**config.mk**
```make
export PLATFORM = sky130hd
export DESIGN_NAME = id_ex_stage
export DESIGN_NICKNAME = d
export VERILOG_FILES = /design/src/rtl/cpu_pkg.sv /design/src/rtl/hazard_detect.sv /design/src/rtl/id_ex_stage.sv
export SDC_FILE = /design/constraint.sdc
export NUM_CORES = 1
export LEC_CHECK = 0
export BUFFER_PORTS_ARGS = -buffer_cell sky130_fd_sc_hd__buf_2
export CORE_MARGIN = 10
export CORE_UTILIZATION = 35
export CTS_CLUSTER_SIZE = 8
export DETAILED_ROUTE_END_ITERATION = 10
export HOLD_SLACK_MARGIN = 0.06
export PLACE_DENSITY = 0.65
export SYNTH_ARGS = -nofsm -noshare
export SYNTH_HDL_FRONTEND = slang
export SYNTH_HIERARCHICAL = 1
export SYNTH_SLANG_ARGS = --single-unit
```
**constraint.sdc**
```tcl
create_clock -name clk -period 2.5 [get_ports clk]
set_input_delay 0.5 -clock clk [delete_from_list [all_inputs] [get_ports clk]]
set_output_delay 0.5 -clock clk [all_outputs]
set_load 0.01 [all_outputs]
```
**src/rtl/cpu_pkg.sv**
```systemverilog
// Shared core constants: datapath widths and control-byte bit positions.
// The control byte layout is {RegWrite, MemRead, MemWrite, MemToReg, AluSrc, Branch, Jump, AluPcSrc}.
package cpu_pkg;

  localparam int XLEN    = 32;
  localparam int ALUOP_W = 4;
  localparam int CNT_W   = 32;
  localparam int CTRL_W  = 8;

  localparam int CTRL_REGWRITE = 7;
  localparam int CTRL_MEMREAD  = 6;
  localparam int CTRL_MEMWRITE = 5;
  localparam int CTRL_MEMTOREG = 4;
  localparam int CTRL_ALUSRC   = 3;
  localparam int CTRL_BRANCH   = 2;
  localparam int CTRL_JUMP     = 1;
  localparam int CTRL_ALUPCSRC = 0;

  localparam logic [CTRL_W-1:0] BUBBLE_CTRL = 8'h00;

endpackage

```
**src/rtl/hazard_detect.sv**
```systemverilog
// Load-use hazard detection between the ID instruction and a load sitting in EX.
// A taken branch flush squashes the dependent instruction, so it suppresses the stall.
module hazard_detect
  import cpu_pkg::*;
(
  input  logic              ex_valid_i,
  input  logic [CTRL_W-1:0] ex_ctrl_i,
  input  logic [4:0]        ex_rd_i,
  input  logic              id_valid_i,
  input  logic              id_use_rs1_i,
  input  logic              id_use_rs2_i,
  input  logic [4:0]        id_rs1_i,
  input  logic [4:0]        id_rs2_i,
  input  logic              flush_i,
  output logic              hz_o,
  output logic              stall_o
);

  logic ex_is_load;
  logic rs1_hit;
  logic rs2_hit;

  // x0 is never written, so a load targeting it cannot create a dependency.
  assign ex_is_load = ex_valid_i & ex_ctrl_i[CTRL_MEMREAD] & ex_ctrl_i[CTRL_REGWRITE]
                    & (ex_rd_i != 5'd0);
  assign rs1_hit    = id_use_rs1_i & (id_rs1_i == ex_rd_i);
  assign rs2_hit    = id_use_rs2_i & (id_rs2_i == ex_rd_i);

  assign hz_o    = ex_is_load & id_valid_i & (rs1_hit | rs2_hit);
  assign stall_o = hz_o & ~flush_i;

endmodule

```
**src/rtl/id_ex_stage.sv**
```systemverilog
// ID/EX pipeline register with load-use bubble insertion, flush, global hold
// and a saturating count of load-use stall cycles.
module id_ex_stage #(
  parameter int XLEN    = cpu_pkg::XLEN,
  parameter int ALUOP_W = cpu_pkg::ALUOP_W,
  parameter int CNT_W   = cpu_pkg::CNT_W
) (
  input  logic                       clk,
  input  logic                       rst_n,
  input  logic                       hold,
  input  logic                       flush,
  input  logic                       idValid,
  input  logic [XLEN-1:0]            idPc,
  input  logic [4:0]                 idRs1Addr,
  input  logic [4:0]                 idRs2Addr,
  input  logic                       idUseRs1,
  input  logic                       idUseRs2,
  input  logic [4:0]                 idRdAddr,
  input  logic [XLEN-1:0]            idRs1Data,
  input  logic [XLEN-1:0]            idRs2Data,
  input  logic [XLEN-1:0]            idImm,
  input  logic [cpu_pkg::CTRL_W-1:0] idCtrl,
  input  logic [ALUOP_W-1:0]         idAluOp,
  output logic                       exValid,
  output logic [XLEN-1:0]            exPc,
  output logic [XLEN-1:0]            exRs1Data,
  output logic [XLEN-1:0]            exRs2Data,
  output logic [XLEN-1:0]            exImm,
  output logic [4:0]                 exRs1Addr,
  output logic [4:0]                 exRs2Addr,
  output logic [4:0]                 exRdAddr,
  output logic [cpu_pkg::CTRL_W-1:0] exCtrl,
  output logic [ALUOP_W-1:0]         exAluOp,
  output logic                       stall,
  output logic [CNT_W-1:0]           stallCount
);

  import cpu_pkg::*;

  logic               valid_q,  valid_d;
  logic [XLEN-1:0]    pc_q,     pc_d;
  logic [XLEN-1:0]    rs1d_q,   rs1d_d;
  logic [XLEN-1:0]    rs2d_q,   rs2d_d;
  logic [XLEN-1:0]    imm_q,    imm_d;
  logic [4:0]         rs1a_q,   rs1a_d;
  logic [4:0]         rs2a_q,   rs2a_d;
  logic [4:0]         rd_q,     rd_d;
  logic [CTRL_W-1:0]  ctrl_q,   ctrl_d;
  logic [ALUOP_W-1:0] aluop_q,  aluop_d;
  logic [CNT_W-1:0]   cnt_q,    cnt_d;
  logic               hz;

  hazard_detect u_hazard_detect (
    .ex_valid_i   (valid_q),
    .ex_ctrl_i    (ctrl_q),
    .ex_rd_i      (rd_q),
    .id_valid_i   (idValid),
    .id_use_rs1_i (idUseRs1),
    .id_use_rs2_i (idUseRs2),
    .id_rs1_i     (idRs1Addr),
    .id_rs2_i     (idRs2Addr),
    .flush_i      (flush),
    .hz_o         (hz),
    .stall_o      (stall)
  );

  always_comb begin
    valid_d = valid_q;
    pc_d    = pc_q;
    rs1d_d  = rs1d_q;
    rs2d_d  = rs2d_q;
    imm_d   = imm_q;
    rs1a_d  = rs1a_q;
    rs2a_d  = rs2a_q;
    rd_d    = rd_q;
    ctrl_d  = ctrl_q;
    aluop_d = aluop_q;
    cnt_d   = cnt_q;

    // hold freezes everything; flush wins over the hazard so a squashed stall is not counted.
    if (!hold) begin
      if (flush || hz) begin
        valid_d = 1'b0;
        pc_d    = '0;
        rs1d_d  = '0;
        rs2d_d  = '0;
        imm_d   = '0;
        rs1a_d  = '0;
        rs2a_d  = '0;
        rd_d    = '0;
        ctrl_d  = BUBBLE_CTRL;
        aluop_d = '0;
      end else begin
        valid_d = idValid;
        pc_d    = idPc;
        rs1d_d  = idRs1Data;
        rs2d_d  = idRs2Data;
        imm_d   = idImm;
        rs1a_d  = idRs1Addr;
        rs2a_d  = idRs2Addr;
        rd_d    = idRdAddr;
        ctrl_d  = idValid ? idCtrl : BUBBLE_CTRL;
        aluop_d = idAluOp;
      end

      if (hz && !flush && (cnt_q != '1)) begin
        cnt_d = cnt_q + CNT_W'(1);
      end
    end
  end

  always_ff @(posedge clk or negedge rst_n) begin
    if (!rst_n) begin
      valid_q <= 1'b0;
      pc_q    <= '0;
      rs1d_q  <= '0;
      rs2d_q  <= '0;
      imm_q   <= '0;
      rs1a_q  <= '0;
      rs2a_q  <= '0;
      rd_q    <= '0;
      ctrl_q  <= BUBBLE_CTRL;
      aluop_q <= '0;
      cnt_q   <= '0;
    end else begin
      valid_q <= valid_d;
      pc_q    <= pc_d;
      rs1d_q  <= rs1d_d;
      rs2d_q  <= rs2d_d;
      imm_q   <= imm_d;
      rs1a_q  <= rs1a_d;
      rs2a_q  <= rs2a_d;
      rd_q    <= rd_d;
      ctrl_q  <= ctrl_d;
      aluop_q <= aluop_d;
      cnt_q   <= cnt_d;
    end
  end

  assign exValid    = valid_q;
  assign exPc       = pc_q;
  assign exRs1Data  = rs1d_q;
  assign exRs2Data  = rs2d_q;
  assign exImm      = imm_q;
  assign exRs1Addr  = rs1a_q;
  assign exRs2Addr  = rs2a_q;
  assign exRdAddr   = rd_q;
  assign exCtrl     = ctrl_q;
  assign exAluOp    = aluop_q;
  assign stallCount = cnt_q;

endmodule

```
==> results_dict.tcl, run 1 <==
set metrics [dict create \
    clock_sinks 188 \
    yosys.area.top_type_share 0.659 \
    dp_hpwl_um 17000 \
    antenna_found_initial 5 \
    critPathLaunchType "flop" \
    coreArea_um2 20200 \
    switchingPower_uw 1800 \
    vias_per_cell 4.88 \
    wl_um 22800 \
    post-route-period-util 1.05 \
    overflow 0 \
    synth_nets 683 \
    ys_seq_area_frac 0.659 \
    switching_share 0.265 \
    ys_top_cells_by_area "dfrtp_1 66%, a22o_1 19%, xnor2_1 3.3%, clkbuf_1 1.6%, nand4_1 1.4%" \
    drv_cap 0 \
    drc 0 \
    combPwrFrac 0.126 \
    power_density_nw_per_um2 677 \
    ys_types 37 \
    p_int_uw 4980 \
    syn_area_um2 7140 \
    violations "setup timing" \
    skew_ns 0.0140 \
    clock_latency_ns 0.42 \
    io_pins 351 \
    final-max-slew-violation-count 0 \
    fin_crit_ns 2.63 \
    synth_edf_count 0 \
    cp_max_fo 4 \
    cp-end-kind "flop" \
    synth_seq_cells 188 \
    first_global_vias 6002 \
    first_iter_violations 338 \
    pwr-share-clk 0.381 \
    reg2reg_to "stallCount[22]" \
    p_total_uw 6780 \
    crit_type "flop to flop" \
    async_reset_ff_frac 1.00 \
    hold_viol 0 \
    groute.usage.overall 0.165 \
    drt_pass1_iterations 6 \
    outcome "finished with violations" \
    dp_worst_setup_slack_ns -0.346 \
    finalWeightedCongestion 0.855 \
    p_leak_uw 0.00538 \
    final_common_cell "buf_2" \
    finalSetupViolations 11 \
    start_util 0.354 \
    syn2layout_area_growth_pct 40.2 \
    clk_pin_slew_ns 0.07 \
    die_area_um2 26500 \
    max_freq_mhz 381 \
    numCtsBuffers 17 \
    final_antenna_net_count 0 \
    synth_cells 520 \
    tritoncts "built" \
    r2r_slack_ns -0.13 \
    max_slew_margin 0.539 \
    rows 52 \
    final_cell_mix "348 x buf_2, 188 x dfrtp_1, 155 x a22o_1, 26 x xnor2_1, 20 x buf_4" \
    grt_pass1_wl_um 34800 \
    synth_top_cell_by_area "dfrtp_1" \
    drive_gt1_frac 0.479 \
    vias 5671 \
    syn_avg_cell_area_um2 13.7 \
    cts_max_path_buffers 2 \
    tightestPinTransition_ns 0.692 \
    rsz0062_at_grt "yes" \
    layout_setup_ws_ns -0.127 \
    holdCritPathClass "input pin to asynchronous set/reset pin" \
    synth_ff_type "dfrtp_1" \
    r2r-start "exRdAddr[3]" \
    portBuffers 350 \
    yosysWarnings 6 \
    h-tree-depth 4 \
    required_ns 2.80 \
    cts-root-buf "clkbuf_16" \
    nNetsFinal 1043 \
    grt_max_degree 157 \
    die_w_um 163 \
    avgRoutedWirePerCell_um 19.6 \
    reg2regPathDepth 8 \
    power_frac_seq 0.493 \
    fp.dieH_um 163 \
    cp.arrival_ns 2.93 \
    ir_worst_vdd_mv 0.416 \
]
-- through the flow --
stage	util	instance area, µm²	cells	hold WS, ns	setup TNS [ns]
after floorplan	-	7150	520	0.204	-0.0564
final	0.497	10000	1163	0.0638	-0.721
after global routing	0.497	10000	1163	0.0870	-2.31
after global placement	0.465	9380	1130	0.488	-4.51
after detailed placement	0.465	9380	1130	0.492	-5.24
after CTS	0.494	9960	1162	0.0692	-0.845
-- cells in the mapped netlist, types with 2 or more instances --
master    number
nand3_1        7
a21oi_1        2
nor3_1         8
a22o_1       155
nor2_1        17
inv_1          5
or3_1          4
dfrtp_1      188
nand4_1       16
clkbuf_1      31
a31oi_1        2
and3_1         3
or4_1          2
xnor2_1       27
xor2_1        11
nand2_1       19
buf_1          3
-- worst max-delay path, cell delays in order, from the launching register on --
cell and delay (ns):
dfrtp_1 0.43, xnor2_1 0.20, nand4_1 0.14, o22ai_2 0.17
and2_4 0.16, or3b_4 0.40, or4_4 0.45, or4_1 0.43
xnor2_1 0.14
-- sequential cells by signal (all words and copies together) (netlist names) --
register / cells
exValid: 1
stallCount: 32
exRs1Addr: 5
exImm: 32
exCtrl: 8
exRs1Data: 32
exRs2Data: 32
exRdAddr: 5
exAluOp: 4
exPc: 32
exRs2Addr: 5
-- worst max path at each step --
stage	startpoint	to	slack [ns]
floorplan	idRs1Addr[1]	stallCount[22]	-0.05
global placement	idRs1Addr[4]	stallCount[28]	-0.33
detailed placement	idRs1Addr[4]	stallCount[28]	-0.35
CTS	exRdAddr[4]	stallCount[28]	-0.15
global route	exRdAddr[4]	stallCount[30]	-0.20
finish	exRdAddr[3]	stallCount[22]	-0.13
-- what timing repair did --
item	in CTS	in global routing
pin swaps	7	12
buffers inserted	1	0
cloned	0	0
resized for setup	2	12
endpoints found under the setup margin	17	24
hold buffers	0	0
-- kinds of logic after synthesis --
group           Yosys count  synth area share
flops                   188             0.659
mux                       1           0.00158
compound gates          168             0.207
simple gates             85            0.0645
buf+inv                  39            0.0205
xor+xnor                 38            0.0466
fa+ha+maj                 1           0.00175
-- layout make-up --
class                           count  area, µm²
Antenna cell                        1       2.50
Multi-Input combinational cell    293       2370
Clock buffer                       18        439
Sequential cell                   188       4700
Timing Repair Buffer              375       2030
Tap cell                          270        338
Clock inverter                     13        119
Inverter                            5       18.8
Fill cell                        1826      10200
-- power by group through the flow --
stage          combinational, µW  sequential (µW)  clock, µW
2_1_floorplan                260             3490          0
3_3_place_gp                 865             3390          0
4_1_cts                      876             3340       2690
5_1_grt                      933             3360       2820
3_5_place_dp                 878             3390          0
6_report                     855             3340       2590
-- metal layers --
| metal | vias to the layer above | track usage | share of wire |
|---|---|---|---|
| met2 | 220 | 0.270 | 0.49 |
| met5 | - | 0 | 0.0018 |
| met1 | 2731 | 0.200 | 0.42 |
| met3 | 21 | 0.0675 | 0.084 |
| met4 | 8 | 0.0361 | 0.010 |
| li1 | 2691 | - | - |
(Power assumes the default switching activity.)
==> run 2: changes to the inputs <==
CORE_UTILIZATION = 40   (was 35)
PLACE_DENSITY = 0.73   (was 0.65)
==> results_dict.tcl, run 2 (synthesis gave the netlist of run 1 again) <==
set metrics [dict create \
    switching_share 0.255 \
    post-route-period-util 1.07 \
    final_antenna_net_count 0 \
    fp.dieH_um 154 \
    rows 48 \
    crit_slowest_cell "dfrtp_1" \
    ir_worst_vdd_mv 0.538 \
    skew_ns 0.0105 \
    first_global_vias 6413 \
    final-max-slew-violation-count 0 \
    overflow 0 \
    finalWeightedCongestion 0.902 \
    vias 5840 \
    p_int_uw 5020 \
    switchingPower_uw 1720 \
    cp_max_fo 5 \
    cp.arrival_ns 3.01 \
    cts_max_path_buffers 2 \
    final_common_cell "buf_2" \
    power_frac_seq 0.496 \
    syn2layout_area_growth_pct 41.5 \
    vias_per_cell 5.20 \
    max_freq_mhz 373 \
    dp_worst_setup_slack_ns -0.410 \
    layout_setup_ws_ns -0.179 \
    wl_um 22900 \
    nNetsFinal 1049 \
    groute.usage.overall 0.187 \
    clock_sinks 188 \
    violations "setup timing" \
    p_leak_uw 0.00544 \
    tritoncts "built" \
    rsz0062_at_grt "yes" \
    drive_gt1_frac 0.497 \
    start_util 0.410 \
    p_total_uw 6740 \
    first_iter_violations 240 \
    crit_chain "xnor2_1 > nand4_1 > o22ai_2 > and2_4 > or3b_4 > or3_4 > a211oi_4 > nand4_1 > xnor2_1" \
    portBuffers 350 \
    coreArea_um2 17400 \
    dp_hpwl_um 17200 \
    power_density_nw_per_um2 667 \
    cts-root-buf "clkbuf_16" \
    outcome "finished with violations" \
    crit_type "flop to flop" \
    tightestPinTransition_ns 0.835 \
    grt_pass1_wl_um 35800 \
    avgRoutedWirePerCell_um 20.4 \
    required_ns 2.83 \
    max_slew_margin 0.441 \
    drt_pass1_iterations 7 \
    path_buf_inv 0 \
    drv_cap 0 \
    critPathLaunchType "flop" \
    h-tree-depth 4 \
    combPwrFrac 0.128 \
    drc 0 \
    fin_setup_tns_ns -1.35 \
    numCtsBuffers 17 \
    pwr-share-clk 0.376 \
    die_area_um2 23600 \
    crit_family "simple AND/OR/NAND/NOR gates" \
    clk_pin_slew_ns 0.07 \
    io_pins 351 \
    fillers 1449 \
    hold_viol 0 \
    slowest_delay_ns 0.42 \
    clock_latency_ns 0.42 \
    die_w_um 154 \
    finalSetupViolations 17 \
    antenna_found_initial 1 \
    cp-end-kind "flop" \
    fin_crit_ns 2.68 \
    holdCritPathClass "input pin to flop" \
    final_cell_mix "348 x buf_2, 188 x dfrtp_1, 155 x a22o_1, 24 x xnor2_1, 24 x buf_4" \
    grt_max_degree 158 \
]
==> run 2: cell count changes in the layout (fill, tap and decap cells not counted), sizes merged, moves of 2 or more <==
| cell | previous run | this run |
|---|---|---|
| buf | 374 | 380 |
| inv | 15 | 10 |
| clkbuf | 19 | 17 |
| clkinvlp | 1 | 3 |
==> run 2: final cells by class <==
class / count / area [µm²] / area share
inverters: 5 / 18.8 / 0.00186
flip-flops and latches: 188 / 4700 / 0.466
multi-input cells: 293 / 2480 / 0.246
clock buffers: 17 / 425 / 0.0421
clock inverters: 12 / 115 / 0.0114
well taps: 225 / 282 / 0.0279
repair buffers: 381 / 2070 / 0.205
diodes: 1 / 2.50 / 0.000248
==> run 2: power by group through the flow <==
| stage | combinational, µW | clock, µW | sequential [µW] |
|---|---|---|---|
| after CTS | 880 | 2590 | 3340 |
| after global routing | 949 | 2720 | 3370 |
| final | 866 | 2530 | 3340 |
| after global placement | 859 | 0 | 3390 |
| after detailed placement | 879 | 0 | 3390 |
| after floorplan | 260 | 0 | 3490 |
==> run 2: through the flow <==
stage / cell area, µm² / hold slack, ns / std cells / util
detailed placement: 9310 / 0.492 / 1084 / 0.535
floorplan: 7150 / 0.204 / 520 / -
finish: 10100 / 0.292 / 1122 / 0.580
global route: 10100 / 0.267 / 1122 / 0.580
global placement: 9310 / 0.487 / 1084 / 0.535
CTS: 9960 / 0.272 / 1118 / 0.572
==> run 2: worst paths after layout <==
check | startpoint | to | slack (ns) | cells after the start
worst max-delay path | exRdAddr[1] | stallCount[19] | -0.18 | 9
worst min-delay path | idPc[21] | exPc[21] | 0.29 | 2
worst max register to register | exRdAddr[1] | stallCount[19] | -0.18 | 9
worst min register to register | exPc[8] | exPc[8] | 0.50 | 1
max in group asynchronous | rst_n | stallCount[28] | 1.24 | 3
min in group asynchronous | rst_n | stallCount[18] | 0.61 | 2
==> run 2: timing repair <==
item	in CTS	in global routing
resized for setup	13	24
setup buffers	5	3
hold endpoints to repair	25	0
pin swaps	14	13
setup endpoints to repair	18	32
hold buffers	1	0
==> run 2: layer usage <==
metal  share of wire  vias to the layer above  track usage
met5               0                        -            0
met4           0.018                        0       0.0594
met3           0.089                       28       0.0736
met2            0.50                      269        0.312
met1            0.39                     2846        0.216
li1                -                     2697            -
==> run 3: changes to the inputs <==
CORE_ASPECT_RATIO = 1.75   (was default)
==> results_dict.tcl, run 3 (synthesis gave the netlist of run 1 again) <==
set metrics [dict create \
    outcome "finished with violations" \
    violations "setup timing" \
    final_core_util 0.573 \
    groute.usage.overall 0.194 \
    p_total_uw 6830 \
    h-tree-depth 4 \
    layout_setup_ws_ns -0.102 \
    max_freq_mhz 384 \
    reg2regPathDepth 8 \
    cp.arrival_ns 2.91 \
    start_util 0.407 \
    r2r-start "exRdAddr[4]" \
    holdCritPathClass "input pin to flop" \
    hold-path-endpoint "exPc[10]" \
    fp.dieH_um 197 \
    top_layer_used "met5" \
    tightestPinTransition_ns 0.817 \
    hold_path_depth 2 \
    clk_pin_slew_ns 0.07 \
    drt_pass1_iterations 4 \
    avgRoutedWirePerCell_um 20.8 \
    ir_worst_vdd_mv 0.377 \
    drc 0 \
    critPathLaunchType "flop" \
    post-route-period-util 1.04 \
    dp_worst_setup_slack_ns -0.385 \
    tritoncts "built" \
    io_pins 351 \
    cts-root-buf "clkbuf_16" \
    slowest_delay_ns 0.45 \
    antenna_found_initial 5 \
    r2r_slack_ns -0.10 \
    final_cell_mix "348 x buf_2, 186 x dfrtp_1, 155 x a22o_1, 30 x buf_4, 26 x xnor2_1" \
    final_common_cell "buf_2" \
    skew_ns 0.00914 \
    cp-end-kind "flop" \
    dp_hpwl_um 17900 \
    hold_viol 0 \
    seqCellArea_um2 4710 \
    max_slew_margin 0.456 \
    grt_max_degree 158 \
    p_leak_uw 0.00543 \
    multi_input_area_um2 2370 \
    dr_wl_met3_um 1940 \
    finalWeightedCongestion 0.804 \
    met2WireLength_um 12700 \
    die_area_um2 23800 \
    overflow 0 \
    reg2reg_to "stallCount[22]" \
    grt_pass1_wl_um 36200 \
    crit_slowest_cell "or4_4" \
    first_global_vias 6389 \
    crit_chain "xnor2_1 > nand4_1 > o22ai_2 > and2_4 > or3b_4 > or4_4 > or4_4 > xnor2_1" \
    finalSetupViolations 12 \
    portBuffers 350 \
    crit_type "flop to flop" \
    die_w_um 121 \
    final_antenna_net_count 0 \
    hold_start "idPc[10]" \
    clock_latency_ns 0.43 \
    drive_gt1_frac 0.487 \
    cp_max_fo 4 \
    vias 5985 \
    final-max-slew-violation-count 0 \
    m1WireLength_um 8500 \
    required_ns 2.81 \
    clock_sinks 188 \
    cts_max_path_buffers 2 \
    whs_ns 0.281 \
    rsz0062_at_grt "yes" \
    power_density_nw_per_um2 680 \
    rows 64 \
    drv_cap 0 \
    fillers 1473 \
    nNetsFinal 1053 \
    coreArea_um2 17500 \
    first_iter_violations 403 \
    syn2layout_area_growth_pct 40.7 \
    wl_um 23700 \
    fin_crit_ns 2.60 \
    numCtsBuffers 17 \
    vias_per_cell 5.27 \
]
[run 3: area by class of cell]
type	count	area share
diodes	4	0.000996
clock inverters	11	0.0108
repair buffers	385	0.208
flip-flops and latches	188	0.468
clock buffers	19	0.0451
multi-input cells	293	0.236
well taps	231	0.0288
inverters	5	0.00187
[run 3: how the worst max path moves through the flow]
stage                 startpoint             end  slack (ns)  cells past startpoint
global placement    idRs1Addr[4]  stallCount[22]       -0.38                      9
CTS                  exRdAddr[4]  stallCount[30]       -0.17                      9
global route         exRdAddr[2]  stallCount[26]       -0.21                     10
floorplan           idRs1Addr[1]  stallCount[22]       -0.05                      8
finish               exRdAddr[4]  stallCount[22]       -0.10                      8
detailed placement  idRs1Addr[4]  stallCount[30]       -0.38                     10
[run 3: what timing repair did]
item | CTS | global route
resized for setup | 5 | 13
pin swaps | 9 | 10
hold endpoints to repair | 32 | 0
hold buffers | 1 | 0
setup buffers | 3 | 2
endpoints found under the setup margin | 20 | 22
[run 3: report_power, final]
| part | internal [µW] | switching (µW) | leakage (µW) | total (µW) |
|---|---|---|---|---|
| logic | 419 | 453 | 0.00270 | 871 |
| registers | 3230 | 115 | 0.00246 | 3350 |
| clock network | 1430 | 1180 | 0.000265 | 2610 |
[run 3: per-stage QoR]
stage,TNS [ns],area (µm²),cells
6_report,-0.678,10000,1136
5_1_grt,-2.88,10000,1136
4_1_cts,-0.925,9980,1130
3_5_place_dp,-6.08,9350,1096
3_3_place_gp,-5.95,9350,1096
2_1_floorplan,-0.0564,7150,520
[run 3: routing by layer]
| metal | vias to the layer above | global-route usage |
|---|---|---|
| li1 | 2713 | - |
| met1 | 2959 | 0.210 |
| met2 | 276 | 0.339 |
| met3 | 35 | 0.0693 |
| met4 | 2 | 0.0723 |
| met5 | - | 0 |
[run 3: worst max-delay path, delay by kind of cell, from the launching register on]
| kind | cells | cell delay, ns |
|---|---|---|
| flip-flops | 1 | 0.44 |
| XOR/XNOR | 2 | 0.32 |
| AO/OA/AOI/OAI | 1 | 0.15 |
| AND/OR/NAND/NOR | 5 | 1.57 |
